==> src/rtl/control_unit_id.sv <==
// ID-stage main control decoder with registered ID/EX outputs.
// Illegal instructions park the unit in a trap state until the handler acknowledges.
module control_unit_id (
  input  logic       clk,
  input  logic       rst_n,
  input  logic       instr_valid,
  input  logic [5:0] opcode,
  input  logic [5:0] funct,
  input  logic       stall,
  input  logic       flush,
  input  logic       trap_ack,
  output logic [2:0] aluop,
  output logic [5:0] opcode_lsb,
  output logic       reg_dst,
  output logic       alu_src,
  output logic       shamt_sel,
  output logic       mem_read,
  output logic       mem_write,
  output logic       mem_to_reg,
  output logic       reg_write,
  output logic       branch,
  output logic       branch_ne,
  output logic       jump,
  output logic       jump_reg,
  output logic       link,
  output logic       valid_out,
  output logic       trap_pending
);

  typedef enum logic [0:0] {StRun, StTrap} state_e;

  typedef struct packed {
    logic [2:0] aluop;
    logic [5:0] opcode_lsb;
    logic       reg_dst;
    logic       alu_src;
    logic       shamt_sel;
    logic       mem_read;
    logic       mem_write;
    logic       mem_to_reg;
    logic       reg_write;
    logic       branch;
    logic       branch_ne;
    logic       jump;
    logic       jump_reg;
    logic       link;
    logic       valid_out;
  } ctrl_t;

  state_e state_q, state_d;
  ctrl_t  ctrl_q, ctrl_d, dec;
  logic   legal;

  // Pure decode of the ID instruction; qualified by the FSM below.
  always_comb begin
    dec   = '0;
    legal = 1'b0;
    case (opcode)
      6'b000000: begin
        dec.aluop      = 3'b000;
        dec.opcode_lsb = funct;
        case (funct)
          6'b000000, 6'b000010, 6'b000011: begin
            legal         = 1'b1;
            dec.shamt_sel = 1'b1;
            dec.reg_dst   = 1'b1;
            dec.reg_write = 1'b1;
          end
          6'b000100, 6'b000110, 6'b000111, 6'b100001, 6'b100011, 6'b100100,
          6'b100101, 6'b100110, 6'b100111, 6'b101010: begin
            legal         = 1'b1;
            dec.reg_dst   = 1'b1;
            dec.reg_write = 1'b1;
          end
          6'b001000: begin
            legal        = 1'b1;
            dec.jump_reg = 1'b1;
          end
          6'b001001: begin
            legal         = 1'b1;
            dec.jump_reg  = 1'b1;
            dec.link      = 1'b1;
            dec.reg_write = 1'b1;
            dec.reg_dst   = 1'b1;
          end
          default: legal = 1'b0;
        endcase
      end
      6'b000010: begin
        legal     = 1'b1;
        dec.aluop = 3'b001;
        dec.jump  = 1'b1;
      end
      6'b000011: begin
        legal         = 1'b1;
        dec.aluop     = 3'b001;
        dec.jump      = 1'b1;
        dec.link      = 1'b1;
        dec.reg_write = 1'b1;
      end
      6'b000100: begin
        legal      = 1'b1;
        dec.aluop  = 3'b110;
        dec.branch = 1'b1;
      end
      6'b000101: begin
        legal         = 1'b1;
        dec.aluop     = 3'b110;
        dec.branch    = 1'b1;
        dec.branch_ne = 1'b1;
      end
      6'b001000, 6'b001001, 6'b001100, 6'b001101, 6'b001110, 6'b001111: begin
        legal         = 1'b1;
        dec.alu_src   = 1'b1;
        dec.reg_write = 1'b1;
        case (opcode)
          6'b001100: dec.aluop = 3'b010;
          6'b001101: dec.aluop = 3'b011;
          6'b001110: dec.aluop = 3'b100;
          6'b001111: dec.aluop = 3'b111;
          default:   dec.aluop = 3'b001;
        endcase
      end
      6'b100000, 6'b100011: begin
        legal          = 1'b1;
        dec.aluop      = 3'b001;
        dec.alu_src    = 1'b1;
        dec.reg_write  = 1'b1;
        dec.mem_read   = 1'b1;
        dec.mem_to_reg = 1'b1;
      end
      6'b101000, 6'b101011: begin
        legal         = 1'b1;
        dec.aluop     = 3'b001;
        dec.alu_src   = 1'b1;
        dec.mem_write = 1'b1;
      end
      default: legal = 1'b0;
    endcase
    dec.valid_out = legal;
  end

  // Bubble is the all-zero control word; flush/stall/empty slot win over trap entry.
  always_comb begin
    state_d = state_q;
    ctrl_d  = '0;
    case (state_q)
      StRun: begin
        if (flush || stall || !instr_valid) begin
          ctrl_d = '0;
        end else if (!legal) begin
          state_d = StTrap;
        end else begin
          ctrl_d = dec;
        end
      end
      StTrap: begin
        if (trap_ack) state_d = StRun;
      end
      default: state_d = StRun;
    endcase
  end

  always_ff @(posedge clk or negedge rst_n) begin
    if (!rst_n) begin
      state_q <= StRun;
      ctrl_q  <= '0;
    end else begin
      state_q <= state_d;
      ctrl_q  <= ctrl_d;
    end
  end

  assign aluop        = ctrl_q.aluop;
  assign opcode_lsb   = ctrl_q.opcode_lsb;
  assign reg_dst      = ctrl_q.reg_dst;
  assign alu_src      = ctrl_q.alu_src;
  assign shamt_sel    = ctrl_q.shamt_sel;
  assign mem_read     = ctrl_q.mem_read;
  assign mem_write    = ctrl_q.mem_write;
  assign mem_to_reg   = ctrl_q.mem_to_reg;
  assign reg_write    = ctrl_q.reg_write;
  assign branch       = ctrl_q.branch;
  assign branch_ne    = ctrl_q.branch_ne;
  assign jump         = ctrl_q.jump;
  assign jump_reg     = ctrl_q.jump_reg;
  assign link         = ctrl_q.link;
  assign valid_out    = ctrl_q.valid_out;
  assign trap_pending = (state_q == StTrap);

endmodule

==> config.mk <==
export PLATFORM = sky130hd
export DESIGN_NAME = control_unit_id
export DESIGN_NICKNAME = d
export VERILOG_FILES = /design/src/rtl/control_unit_id.sv
export SDC_FILE = /design/constraint.sdc
export NUM_CORES = 1
export LEC_CHECK = 0
export ABC_AREA = 1
export CORE_MARGIN = 3
export CORE_UTILIZATION = 39
export DETAILED_ROUTE_END_ITERATION = 10
export GPL_ROUTABILITY_DRIVEN = 0
export PLACE_DENSITY_LB_ADDON = 0.3
export SYNTH_ARGS = -nofsm -noshare
export SYNTH_HDL_FRONTEND = slang
export SYNTH_SLANG_ARGS = --single-unit
==> constraint.sdc <==
create_clock -name clk -period 1.3 [get_ports clk]
set_input_delay 0.26 -clock clk [delete_from_list [all_inputs] [get_ports clk]]
set_output_delay 0.26 -clock clk [all_outputs]
set_load 0.05 [all_outputs]
## Yosys cells after proc, flatten, opt, wreduce, memory -nomap -nowiden

Cells that the tools add are included.

- Flip-flop bits (word level): 23
- Input bits: 18
- Latch bits: 0
- Logic and storage cells: 89
- RAM bits: 0
- ROM bits: 0
- Output and inout bits: 23
- Memories: 0

- Div/mod/pow operators: 0
- Magnitude comparators: 0
- Reductions and logical operators: 18
- Muxes and demuxes: 26
- $add $sub $neg: 0
- Multipliers: 0
- Shift operators: 0
- Equality and inequality tests: 28
- Bitwise gates (word level): 1

Operators with widths:

| kind | count |
|---|---|
| 6-bit equality test, second input constant | 11 |
| 22-bit two-way mux | 3 |
| 6-bit by 4-bit equality test with 1-bit output, second input constant | 8 |
| 6-bit by 3-bit equality test with 1-bit output, second input constant | 5 |
| 14-bit OR reduction | 2 |
| 6-bit by 2-bit equality test with 1-bit output, second input constant | 4 |
| 1-bit two-way mux | 16 |
| 15-bit OR reduction | 1 |
| 6-bit zero test | 2 |
| 3-bit case mux with 4 select lines | 1 |
| 6-bit OR reduction | 2 |
| 10-bit OR reduction | 1 |
| 2-bit OR reduction | 5 |
| 3-bit case mux with 3 select lines | 1 |
| 9-bit OR reduction | 1 |
| 1-bit case mux with 2 select lines | 4 |
| 7-bit two-way mux | 1 |
| 3-bit OR reduction | 1 |
| 1-bit logical OR | 2 |
| 1-bit zero test | 1 |
| 1-bit NOT | 1 |

## Logic depth before layout (Yosys ltp)

- Word-level depth: 7
- Depth in mapped cells: 12
- Gate-level depth less buffers: 11

## Worst setup path after synthesis

Ideal clock, no wire load.

- Kind: flip-flop to flip-flop
- From: register state_q (netlist: trap_pending)
- To: register ctrl_q (netlist bit shamt_sel)
- Period minus slack after synthesis: 1528 ps
- Setup slack: -228 ps
- Path buffers: 1
- Data arrival time: 1458 ps
- Required time: 1230 ps
- Cell stages (with the launch flop): 5
- Cells stage by stage: dfrtp_1 -> nor4_1 -> nand2_4 -> buf_6 -> nor2_2

RTL lines:

| item | RTL line | RTL |
|---|---|---|
| start, declared | 50 | `state_e state_q, state_d;` |
| start signal, assigned | 166 | `state_q <= StRun;` |
| start signal, assigned | 169 | `state_q <= state_d;` |
| end signal, assigned | 170 | `ctrl_q <= ctrl_d;` |
| end, declared | 51 | `ctrl_t ctrl_q, ctrl_d, dec;` |

==> impl_metrics.tcl <==
set metrics [dict create \
    grt_pass1_vias 1209 \
    place_inst 239 \
    grt_setup_unrepaired "true" \
    drive_above_1_share_pct 46.8 \
    total_power_uw 1390 \
    stdcell_count 247 \
    numCtsBuffers 3 \
    final_area_mm2 0.00214 \
    start_util_pct 41.1 \
    worstPathRequired_ns 1.55 \
    fin_hold_ws_ns 0.284 \
    power_density_mw_per_mm2 651 \
    status "finished clean" \
    path_clk_slew_ns 0.11 \
    grt_pass1_wl_mm 5.60 \
    vias 1227 \
    synth.most_common_cell "nand2_1" \
    period_minus_slack_ns 1.25 \
    fin_crit_sh_pct 96.1 \
    port-buffer-count 40 \
    die-height_um 60.1 \
    yosysSeqAreaShare_pct 48.2 \
    hold_violations 0 \
    synth_edf_count 0 \
    die_area_mm2 0.00361 \
    netlist_instances 144 \
    vias_per_cell 4.97 \
    rows 19 \
    synth_flop_cell "dfrtp_1" \
    finalMaxSlewViolations 0 \
    hold_path_class "primary input to asynchronous set/reset pin" \
    grt_max_degree 23 \
    yosysWarnings 0 \
    synth_top_area_share_pct 48.2 \
    crit_chain "clkdlybuf4s50_1 -> inv_1 -> nor4_4 -> buf_12 -> nand2_8 -> nor2_2" \
    firstDrtPassIters 4 \
    met3_usage_pct 1.51 \
    largest_register_ffs 6 \
    routed_wl_mm 3.40 \
    globalRouteTotalUtil_pct 20.8 \
    overflow 0 \
    wl_per_cell_um 13.8 \
    crit_path_end_kind "register" \
    synthTopCellsByArea "dfrtp_1, nand2_1, nor2_1" \
    setup_viol_count_final 0 \
    use_met1_pct 24.1 \
    root_buffer "clkbuf_4" \
    boundaryPins 41 \
    clock_latency_ns 0.31 \
    drt_iter0_markers 31 \
    area.growth.synth_to_final_pct 87.4 \
    postSynthAreaPerCell_um2 7.93 \
    drv_cap 0 \
    clock_path_buffers 2 \
    synth-seq-cells 22 \
    synth_top_cells_by_count "nand2_1, nor2_1, dfrtp_1, inv_1, nand3_1" \
    synth_area_mm2 0.00114 \
    path_max_fanout 8 \
    cts-htree-levels 1 \
    slowest_stage "clkdlybuf4s50_1" \
    die_w_um 60.1 \
    crit_arrival_ns 1.50 \
    synth_cell_types 25 \
    drc 0 \
    antenna_left 0 \
    synth_fp_nets 162 \
    finish.net_count 235 \
    antenna_found_initial 0 \
    cts_tree "built" \
    peakVddDrop_mv 0.540 \
    met2_usage_pct 38.4 \
    max_stage_delay_ns 0.46 \
    cts.sinks 22 \
    path_buf_inv 3 \
    design.core.area_mm2 0.00278 \
    skew_ns 0.00119 \
    critPathTopFamily "buffers and inverters" \
    n_antenna_cell 0 \
    clock.fmax_mhz 800 \
    critical_path_class "primary input to register" \
    placed_cell_area_mm2 0.00200 \
    crit_path_start_kind "primary input" \
    dp_hpwl_mm 2.54 \
    synth_top_area_cell "dfrtp_1" \
    leakage_uw 0.00104 \
    synthArstFlopShare_pct 100 \
    busiest_layer "met2" \
]
==> cell type report <==
type,count,area (um2)
timing repair buffer,68,822
multi-input combinational,101,614
sequential,22,551
clock buffer,4,36.3
inverter,21,78.8
tap,31,38.8
fill,193,641
==> cells by family (layout without fill, tap and decap cells) <==
logic type             Yosys count  count (layout)  synth area share, %
buffers and inverters           23              93                 8.54
other                            1               1                0.328
flip-flops                      22              22                 48.2
AO/OA/AOI/OAI                    7               7                 3.51
AND/OR/NAND/NOR                 91              93                 39.4
==> worst register-to-register path, stage by stage (launching register included) <==
cell     delay (ns)
dfrtp_1        0.48
nor4_4         0.21
buf_12         0.18
nand2_8        0.09
nor2_2         0.11
==> placed cells by master, fill, tap and decap left out, types with 3 or more instances in the layout <==
cell             netlist  layout
buf_12                 0      24
buf_4                  1      27
clkbuf_2               0       6
clkbuf_4               0       3
clkdlybuf4s50_1        0       5
dfrtp_1               22      22
dlygate4sd2_1          0       3
inv_1                 19      16
inv_2                  2       5
nand2_1               29      28
nand2_2                3       3
nand3_1               13      12
nor2_1                26      17
nor2_2                 8      16
nor2_4                 2       3
==> path summary, 6_finish.rpt <==
kind / from / end / slack (ns) / cells past startpoint
worst max-delay path: instr_valid / opcode_lsb[0] / 0.05 / 6
worst min-delay path: rst_n / reg_write / 0.28 / 2
worst max register to register: trap_pending / opcode_lsb[0] / 0.17 / 4
worst min register to register: trap_pending / reg_write / 0.60 / 1
max in group asynchronous: rst_n / valid_out / 0.80 / 2
min in group clk: funct[4] / shamt_sel / 0.29 / 4
==> power breakdown <==
group | internal, uW | total, uW | switching, uW
Clock | 171 | 369 | 198
Combinational | 143 | 324 | 181
Sequential | 690 | 699 | 9.13
==> layer usage <==
layer / wire length [um] / part of all wire, %
met1: 1210 / 36
met2: 1930 / 57
met3: 161 / 4.7
met4: 91 / 2.7
met5: 0 / 0
==> stage by stage <==
step	setup WS [ns]	util, %	TNS [ns]
after CTS	0.00106	76.9	0
after global routing	-0.00545	77.0	-0.00648
final	0.0503	77.0	0
after detailed placement	-0.669	72.0	-12.67
after global placement	-0.544	72.0	-10.55
after floorplan	-0.0374	-	-0.338
==> repair_timing <==
item	4_1_cts	5_1_grt
hold buffers	0	0
setup endpoints to repair	20	20
cloned	2	0
pin swaps	5	4
buffers inserted	2	0
gates resized for setup	31	20
No activity file was read; power rests on OpenSTA's default activity.
==> variant: new RTL, config.mk and constraints unchanged <==
Make the reset (`rst_n`) synchronous in one clocked block.
--- a/src/rtl/control_unit_id.sv
+++ b/src/rtl/control_unit_id.sv
@@ -162,5 +162,5 @@
   end
 
-  always_ff @(posedge clk or negedge rst_n) begin
+  always_ff @(posedge clk) begin
     if (!rst_n) begin
       state_q <= StRun;
Formal check against the unedited RTL: differs if rst_n is asserted again (counterexample within 4 cycles, from zero or initial values and one cycle with rst_n low); with rst_n held inactive, the same outputs for 10 cycles.
==> variant against the original RTL <==
- total power decreased by 2.9%
- final area decreased by 10%
- worst setup slack got worse by 0.047 ns
- routed wire length increased by 27%
- sequential cell count unchanged
- area after synthesis decreased by 19%
- first-iteration DRC count increased by 26%
- critical path depth increased by 4
- die area decreased by 17%
- global-route usage increased by 4.9 points
==> variant: results (changes against the original RTL) <==
Worst VDD drop=636 µV (+18%); Worst path top cell family by delay=simple AND/OR/NAND/NOR gates; number of global-route vias before repair=1125 (-6.9%); internal cell power=974 µW (-3.0%); Post-synth top cells=23 x nor2_1, 22 x dfxtp_1, 18 x nand2_1, 17 x inv_1, 10 x nand3_1; hold crit path type=input pin to flip-flop; clk_skew=0.00217 ns (+0.000978 ns); nets=214 (-8.9%); Critical Path AT=1.55 ns (+0.05 ns); status=finished clean; setup bufs post-CTS=3 (+1); Post-Route WL=4.31 mm (+27%); top cells by area, synth=dfxtp_1 48%, nor2_1 9.4%, nand2_1 7.3%; met1 global-route usage=23.5% (-0.64 points); Clock Power Share=29.1% (+2.6 points); Gate Count Post-Synth=119 (-17%); Clock Pin Slew Worst Setup and Hold Paths=0.13 ns (+0.02 ns); layout cells sized above 1=52.8% (+6.1 points); Seq pwr share=50.5% (+0.3 points); CP max stage delay=0.24 ns (-0.22 ns); R2R Setup Slk=0.13 ns (-0.04 ns); Leakage Power=0.000914 µW (-12%); post_cts resized=26 (-16%); initial DRC count=39 (+26%); Synth Net Count=137 (-15%); worst slack, placed=-0.542 ns (+0.127 ns)
variant: stage by stage:
| stage | area (µm²) | power (µW) |
|---|---|---|
| after floorplan | 922 | 778 |
| final | 1920 | 1350 |
| after CTS | 1810 | 1290 |
| after global placement | 1730 | 903 |
| after detailed placement | 1730 | 916 |
| after global routing | 1920 | 1380 |
variant: area by class of cell:
| cell class | instances | area (µm²) |
|---|---|---|
| Multi-Input combinational cell | 78 | 499 |
| Inverter | 19 | 71.3 |
| Timing Repair Buffer | 72 | 836 |
| Tap cell | 27 | 33.8 |
| Fill cell | 88 | 185 |
| Sequential cell | 22 | 440 |
| Clock buffer | 4 | 36.3 |
variant: final timing paths:
check	startpoint	endpoint	cells after the start
worst min-delay path	opcode[3]	mem_write$_SDFF_PP0_	3
worst max-delay path	funct[4]	shamt_sel$_SDFF_PP0_	10
worst min register to register	trap_pending$_SDFF_PN0_	trap_pending$_SDFF_PN0_	2
worst max register to register	trap_pending$_SDFF_PN0_	shamt_sel$_SDFF_PP0_	4
